### src/rtl/traffic_light_fsm.sv
// Phase controller for a two-road junction driving an external 4-bit
// phase timer (Clear/Count) and both lamp sets, with flashing-yellow mode.
module traffic_light_fsm #(
   parameter int unsigned T_MAIN_MIN = 8,
   parameter int unsigned T_YEL      = 3,
   parameter int unsigned T_RED      = 2,
   parameter int unsigned T_SIDE_MIN = 4,
   parameter int unsigned T_SIDE_MAX = 12,
   parameter int unsigned T_FLASH    = 4
) (
   input  logic       Clk,
   input  logic       Reset_n,
   input  logic       Enable,
   input  logic       Car,
   input  logic [0:3] Q,
   output logic       Clear,
   output logic       Count,
   output logic [2:0] Main_light,
   output logic [2:0] Side_light,
   output logic [2:0] State
);

   typedef enum logic [2:0] {
      S_ALL_RED_B  = 3'd0,
      S_MAIN_GREEN = 3'd1,
      S_MAIN_YEL   = 3'd2,
      S_ALL_RED_A  = 3'd3,
      S_SIDE_GREEN = 3'd4,
      S_SIDE_YEL   = 3'd5,
      S_FLASH      = 3'd6
   } state_t;

   localparam logic [4:0] MAIN_LAST  = 5'(T_MAIN_MIN - 1);
   localparam logic [4:0] YEL_LAST   = 5'(T_YEL - 1);
   localparam logic [4:0] RED_LAST   = 5'(T_RED - 1);
   localparam logic [4:0] SMIN_LAST  = 5'(T_SIDE_MIN - 1);
   localparam logic [4:0] SMAX_LAST  = 5'(T_SIDE_MAX - 1);
   localparam logic [4:0] FLASH_LAST = 5'(T_FLASH - 1);

   state_t     state_q, state_d;
   logic       flash_q, flash_d;
   logic       clr, hold;
   logic [4:0] q;

   // Q[0] is the MSB, so the vector maps straight onto a plain number
   assign q = {1'b0, Q};

   always_comb begin
      state_d = state_q;
      flash_d = flash_q;
      clr     = 1'b0;
      hold    = 1'b0;
      if (!Reset_n) begin
         clr     = 1'b1;
         state_d = S_ALL_RED_B;
      end else if (!Enable && state_q != S_FLASH) begin
         clr     = 1'b1;
         state_d = S_FLASH;
         flash_d = 1'b1;
      end else begin
         case (state_q)
            S_ALL_RED_B: if (q == RED_LAST) begin
               clr     = 1'b1;
               state_d = S_MAIN_GREEN;
            end
            S_MAIN_GREEN: if (q >= MAIN_LAST) begin
               if (Car) begin
                  clr     = 1'b1;
                  state_d = S_MAIN_YEL;
               end else begin
                  hold = 1'b1;
               end
            end
            S_MAIN_YEL: if (q == YEL_LAST) begin
               clr     = 1'b1;
               state_d = S_ALL_RED_A;
            end
            S_ALL_RED_A: if (q == RED_LAST) begin
               clr     = 1'b1;
               state_d = S_SIDE_GREEN;
            end
            S_SIDE_GREEN:
               if (q == SMAX_LAST || (!Car && q >= SMIN_LAST)) begin
                  clr     = 1'b1;
                  state_d = S_SIDE_YEL;
               end
            S_SIDE_YEL: if (q == YEL_LAST) begin
               clr     = 1'b1;
               state_d = S_ALL_RED_B;
            end
            S_FLASH: if (Enable) begin
               clr     = 1'b1;
               state_d = S_ALL_RED_B;
            end else if (q == FLASH_LAST) begin
               clr     = 1'b1;
               flash_d = ~flash_q;
            end
            default: begin
               clr     = 1'b1;
               state_d = S_ALL_RED_B;
            end
         endcase
      end
   end

   assign Clear = clr;
   assign Count = ~clr & ~hold;

   always_ff @(posedge Clk) begin
      if (!Reset_n) begin
         state_q <= S_ALL_RED_B;
         flash_q <= 1'b0;
      end else begin
         state_q <= state_d;
         flash_q <= flash_d;
      end
   end

   always_comb begin
      Main_light = 3'b100;
      Side_light = 3'b100;
      case (state_q)
         S_MAIN_GREEN: Main_light = 3'b001;
         S_MAIN_YEL:   Main_light = 3'b010;
         S_SIDE_GREEN: Side_light = 3'b001;
         S_SIDE_YEL:   Side_light = 3'b010;
         S_FLASH: begin
            Main_light = {1'b0, flash_q, 1'b0};
            Side_light = {1'b0, flash_q, 1'b0};
         end
         default: ;
      endcase
   end

   assign State = state_q;

endmodule
### config.mk
export PLATFORM = sky130hd
export DESIGN_NAME = traffic_light_fsm
export DESIGN_NICKNAME = d
export VERILOG_FILES = /design/src/rtl/traffic_light_fsm.sv
export SDC_FILE = /design/constraint.sdc
export NUM_CORES = 1
export LEC_CHECK = 0
export ABC_AREA = 1
export BUFFER_PORTS_ARGS = -buffer_cell sky130_fd_sc_hd__buf_2
export CAP_MARGIN = 10
export CORE_AREA = 2 2 39 41
export DETAILED_ROUTE_END_ITERATION = 16
export DIE_AREA = 0 0 41 43
export PLACE_DENSITY_LB_ADDON = 0.2
export SLEW_MARGIN = 15
export SYNTH_ARGS = -nofsm -noshare
export SYNTH_HDL_FRONTEND = slang
export SYNTH_SLANG_ARGS = --single-unit
### constraint.sdc
create_clock -name Clk -period 1.5 [get_ports Clk]
set_input_delay 0.375 -clock Clk [delete_from_list [all_inputs] [get_ports Clk]]
set_output_delay 0.375 -clock Clk [all_outputs]
set_load 0.02 [all_outputs]
==> results.cfg, run 1 <==
[outcome]
outcome = finished with violations
violations = setup timing

[route]
wl_per_cell_microns = 11.21
num_vias = 808
drtIter0Drc = 19
routed_wl_microns = 1895
first_pass_iters = 4
drtAntennaViolNets = 0
vias_per_cell = 4.781
drc_errors = 0

[grt]
track_usage_pct = 26.00
grt_overflow_total = 0
grt_pass1_vias = 797
grt_pass1_wl_microns = 3243
grt_max_degree = 8
antenna_found_initial = 0

[clock_tree]
cts_buffer_depth = 2
clock_sinks = 4
cts_root_buf = clkbuf_4
cts_buffers = 3
cts_tree = yes
cts.clk_slew.worst_paths_ps = 50
hold_buffers = 0
htree_levels = 1
clk-insertion-delay-late_ps = 250

[floorplanning]
rows = 14
core_area_sq_mm = 0.001384
die_w_microns = 41
ios = 19
start_util_pct = 38.61
die_h_microns = 43
dieArea_sq_mm = 0.001763

[yosys]
seq_area_frac_synth_pct = 14.99
avgSynthCellArea_sq_um = 5.397
yosys.cell_types.count = 20
synth-adder-area-share_pct = 0
yosys.area_share.simple_pct = 61.83
synth_nets = 107
syn_area_sq_um = 534.3
synth.area.mux_share_pct = 0
synth_top_family_by_area = simple AND/OR/NAND/NOR gates
synth-seq-cells = 4
ys_warn_count = 0
synth_compound_area_share_pct = 9.133
synthXorXnorAreaFrac_pct = 0
synthCells = 99

[sta]
rsz0062_at_grt = true
hold_viol = 0
report.final.setup_viol = 8
fin_ws_ps = -352.9
tightest_slew_ps = 308.7
post-route-period-util_pct = 123.5
maxSlewViolCount = 0
timing.fmax_mhz = 539.7
fin_skew_ps = 12.78
slew_headroom_pct = 79.21
period_needed_ps = 1853

[worst_setup_path]
path_max_fanout = 7
arrival_ps = 1480
worst_setup_path_start_kind = flop
critPathCaptureType = primary output
required_ps = 1120
setup.worst_path.class = flop to primary output

[power]
peakVddDrop_v = 0.0007348
fin_total_pwr_mw = 2.015
p_per_area_mw_per_mm2 = 1934
leakagePower_nw = 0.5656

[layout]
multi_input_area_sq_um = 445.4
drive_gt1_share_pct = 52.94
instances_no_fill = 169
finalNetCount = 162
fillers = 110
area_delta_synth_final_pct = 95.08
fin_area_sq_mm = 0.001042
seqCellArea_sq_um = 91.34
diodes = 0

[flow_run]
cap_violations = 0

[worst_hold_path]
hp-class = flop to flop

[placed_design]
dpl_worst_slack_ps = -291.7
gp_congestion = 0.8461
hpwl_microns = 1412
placed_area_sq_um = 884.6
portBuffers = 18
dp_cells = 159
## cell type report
| class | count | area share (%) |
|---|---|---|
| multi-input combinational | 78 | 42.74 |
| timing repair buffer | 52 | 37.45 |
| sequential | 4 | 8.764 |
| inverter | 15 | 6.603 |
| clock buffer | 4 | 2.521 |
| tap | 16 | 1.921 |
## cells in the final DEF (no fill, tap or decap)
| cell | netlist | routed |
|---|---|---|
| a21oi_1 | 4 | 3 |
| a21oi_2 | 1 | 2 |
| buf_2 | 0 | 12 |
| buf_4 | 1 | 32 |
| buf_6 | 1 | 8 |
| clkbuf_1 | 0 | 1 |
| clkbuf_4 | 0 | 3 |
| dfxtp_1 | 4 | 1 |
| dfxtp_4 | 0 | 3 |
| inv_1 | 11 | 11 |
| inv_4 | 0 | 3 |
| inv_6 | 0 | 1 |
| nand2_1 | 25 | 23 |
| nand2_2 | 4 | 2 |
| nand2_4 | 1 | 5 |
| nand3_1 | 11 | 9 |
| nand3_2 | 1 | 3 |
| nand3b_1 | 1 | 1 |
| nand4_1 | 3 | 3 |
| nor2_1 | 15 | 13 |
| nor2_2 | 1 | 2 |
| nor2_4 | 0 | 1 |
| nor3_1 | 4 | 4 |
| nor3_2 | 2 | 1 |
| nor3_4 | 0 | 1 |
| o21ai_0 | 4 | 3 |
| o21ai_4 | 0 | 1 |
| or2_2 | 1 | 1 |
## registers in the layout (all words and copies together) (netlist names)
| signal | count |
|---|---|
| flash_q | 1 |
| State | 3 |
## cells in the mapped netlist, drive strengths merged
library cell,number,share of area (%)
nor3,6,7.5
o21ai,4,3.7
inv,15,11
dfxtp,4,15
a21oi,5,5.4
nand2,30,24
nand3b,1,1.4
nand4,3,3.5
or2,1,1.2
nor2,16,12
nand3,12,12
buf,2,3.5
## metrics by stage
| stage | util, % | TNS (ps) | hold WS [ps] |
|---|---|---|---|
| floorplan | - | -636.0 | 441.8 |
| global placement | 63.92 | -679.4 | 446.5 |
| detailed placement | 63.92 | -688.1 | 456.1 |
| CTS | 73.33 | -974.0 | 454.5 |
| global route | 75.32 | -1605 | 473.1 |
| finish | 75.32 | -1038 | 450.4 |
## report_power, final
| group | leakage, nW | internal [mW] | switching [mW] |
|---|---|---|---|
| clock | 0.0150 | 0.100 | 0.0530 |
| combinational | 0.516 | 0.760 | 0.822 |
| sequential | 0.0351 | 0.172 | 0.109 |
## path summary, 6_finish.rpt
| check | slack, ps | cells after the start | end | start |
|---|---|---|---|---|
| max | -350 | 6 | Clear | State[0] |
| min | 450 | 2 | flash_q | flash_q |
| max reg2reg | 60 | 8 | State[1] | State[1] |
| min reg2reg | 450 | 2 | flash_q | flash_q |
## cell families after synthesis
kind of cell / after synthesis
simple gates: 69
buf+inv: 17
compound gates: 9
flops: 4
## critical path: stages, from the launching register on
cell and delay [ps]:
dfxtp_4 400, buf_4 140, nand3_1 120, nand2_1 130, nand3_1 70, nand4_1 170
buf_2 200
## layer usage
layer	vias to the layer above	routed length, microns	GRT usage (%)
met5	-	0	0
met4	0	8	8.000
met3	2	93	4.712
met2	24	1029	45.31
met1	355	764	29.90
li1	427	-	-
## repair_timing
item | CTS | global route
gates resized for setup | 18 | 7
setup buffers | 6 | 0
pin swaps | 4 | 0
setup endpoints to repair | 7 | 11
No activity file was read; power rests on OpenSTA's default activity.
==> run 2: changes to the inputs <==
- SETUP_SLACK_MARGIN: not set -> 0.2
==> results.cfg, run 2 (synthesized netlist as in run 1, its figures left out) <==
[grt]
grt_pass1_wl_microns = 2891
grt_max_degree = 8
track_usage_pct = 22.89
antenna_found_initial = 0
grt_overflow_total = 0
grt_pass1_vias = 762

[route]
top_layer_used = met4
wl_met3_microns = 90
drtIter0Drc = 15
first_pass_iters = 4
num_vias = 828
vias_per_cell = 4.988
routed_wl_microns = 1765
drc_errors = 0
drtAntennaViolNets = 0
wl_per_cell_microns = 10.63
wl_met1_microns = 777
routed-wl-met2_microns = 872

[floorplanning]
ios = 19
die_h_microns = 43
dieArea_sq_mm = 0.001763
start_util_pct = 38.61
rows = 14
die_w_microns = 41
core_area_sq_mm = 0.001384

[clock_tree]
clock_sinks = 4
cts_root_buf = clkbuf_4
hold_buffers = 0
cts.clk_slew.worst_paths_ps = 50
clk-insertion-delay-late_ps = 240
cts_buffer_depth = 2
cts_tree = yes
htree_levels = 1
cts_buffers = 3

[sta]
fin_ws_ps = -388.8
slew_headroom_pct = 81.01
rsz0062_at_grt = true
maxSlewViolCount = 0
timing.fmax_mhz = 529.4
tightest_slew_ps = 281.9
fin_skew_ps = 12.08
period_needed_ps = 1889
report.final.setup_viol = 9
setup_tns_ps = -1757
hold_viol = 0
post-route-period-util_pct = 125.9

[placed_design]
dp_cells = 158
placed_area_sq_um = 877.1
portBuffers = 18
gp_congestion = 0.8407
dpl_worst_slack_ps = -282.8
hpwl_microns = 1424

[worst_setup_path]
r2r_end = State[2]
path_max_fanout = 6
critPathCaptureType = primary output
rr_startpoint = State[0]
reg2reg_depth = 10
setup.worst_path.class = flop to primary output
rrSetupSlack_ps = -180
worst_setup_path_start_kind = flop
required_ps = 1120
arrival_ps = 1510

[power]
leakagePower_nw = 0.5483
fin_total_pwr_mw = 1.853
peakVddDrop_v = 0.0007484
p_per_area_mw_per_mm2 = 1870

[worst_hold_path]
hold_end = flash_q
holdCritStartpoint = flash_q
hp-class = flop to flop
worstHoldPathCells = 2

[layout]
diodes = 0
drive_gt1_share_pct = 50.00
seqCellArea_sq_um = 91.34
area_delta_synth_final_pct = 85.48
fillers = 115
largest_reg_flops = 3
layout_commonest_cell = buf_4
fin_area_sq_um = 991.0
mostFrequentLayoutCells = 32 x buf_4, 24 x nand2_1, 14 x nor2_1, 12 x buf_2, 11 x inv_1
multi_input_area_sq_um = 430.4
finalNetCount = 159
instances_no_fill = 166

[outcome]
outcome = finished with violations
violations = setup timing

[flow_run]
cap_violations = 0
-- run 2: cell types whose count changed in the layout (fill, tap and decap cells not counted) --
cell     previous run  this run
a21oi_1             3         4
a21oi_2             2         1
buf_6               8         5
inv_2               0         1
inv_4               3         2
nand2_1            23        24
nand2_2             2         1
nor2_1             13        14
nor2_2              2         1
nor3_1              4         3
nor3_2              1         2
o21ai_0             3         4
o21ai_4             1         0
-- run 2: area by class of cell --
type                    count  share of cell area, %
multi-input cells          78                  43.43
repair buffers             49                  35.98
flip-flops and latches      4                  9.217
inverters                  15                  6.692
clock buffers               4                  2.652
well taps                  16                  2.020
-- run 2: critical path, stage by stage, from the launching register on --
cell and delay (ps):
dfxtp_4 380, inv_4 100, nand2_4 50, nand3_2 80
nor2_1 50, nor3_2 170, nand4_1 190, nor2_4 130
buf_6 120
-- run 2: stage by stage --
stage | util (%) | hold WS, ps
after CTS | 67.54 | 457.0
after global routing | 71.61 | 482.6
after global placement | 63.38 | 446.4
final | 71.61 | 455.6
after floorplan | - | 441.8
after detailed placement | 63.38 | 458.4
-- run 2: report_power, final --
part           leakage, nW  switching (mW)  total (mW)  internal [mW]
Sequential          0.0351           0.102       0.274          0.172
Clock               0.0150          0.0511       0.151          0.100
Combinational        0.498           0.762        1.43          0.666
-- run 2: worst max-delay path by stage --
stage          cells after the start  slack [ps]      from     to
3_3_place_gp                       7        -260      Q[1]  Clear
2_1_floorplan                      9        -340  State[2]  Count
4_1_cts                            8        -370  State[1]  Count
3_5_place_dp                       8        -280      Q[1]  Count
5_1_grt                            8        -490  State[1]  Count
6_report                           8        -390  State[1]  Count
-- run 2: what timing repair did --
item	4_1_cts	5_1_grt
pin swaps	2	5
resized for setup	8	8
setup buffers	1	3
endpoints found under the setup margin	11	12
endpoints found under the hold margin	0	0
-- run 2: per-layer routing --
layer  vias to the layer above  GRT usage (%)
met1                       378          29.58
met2                        28          37.81
met3                         2          3.141
met4                         0          6.000
met5                         -              0
li1                        420              -
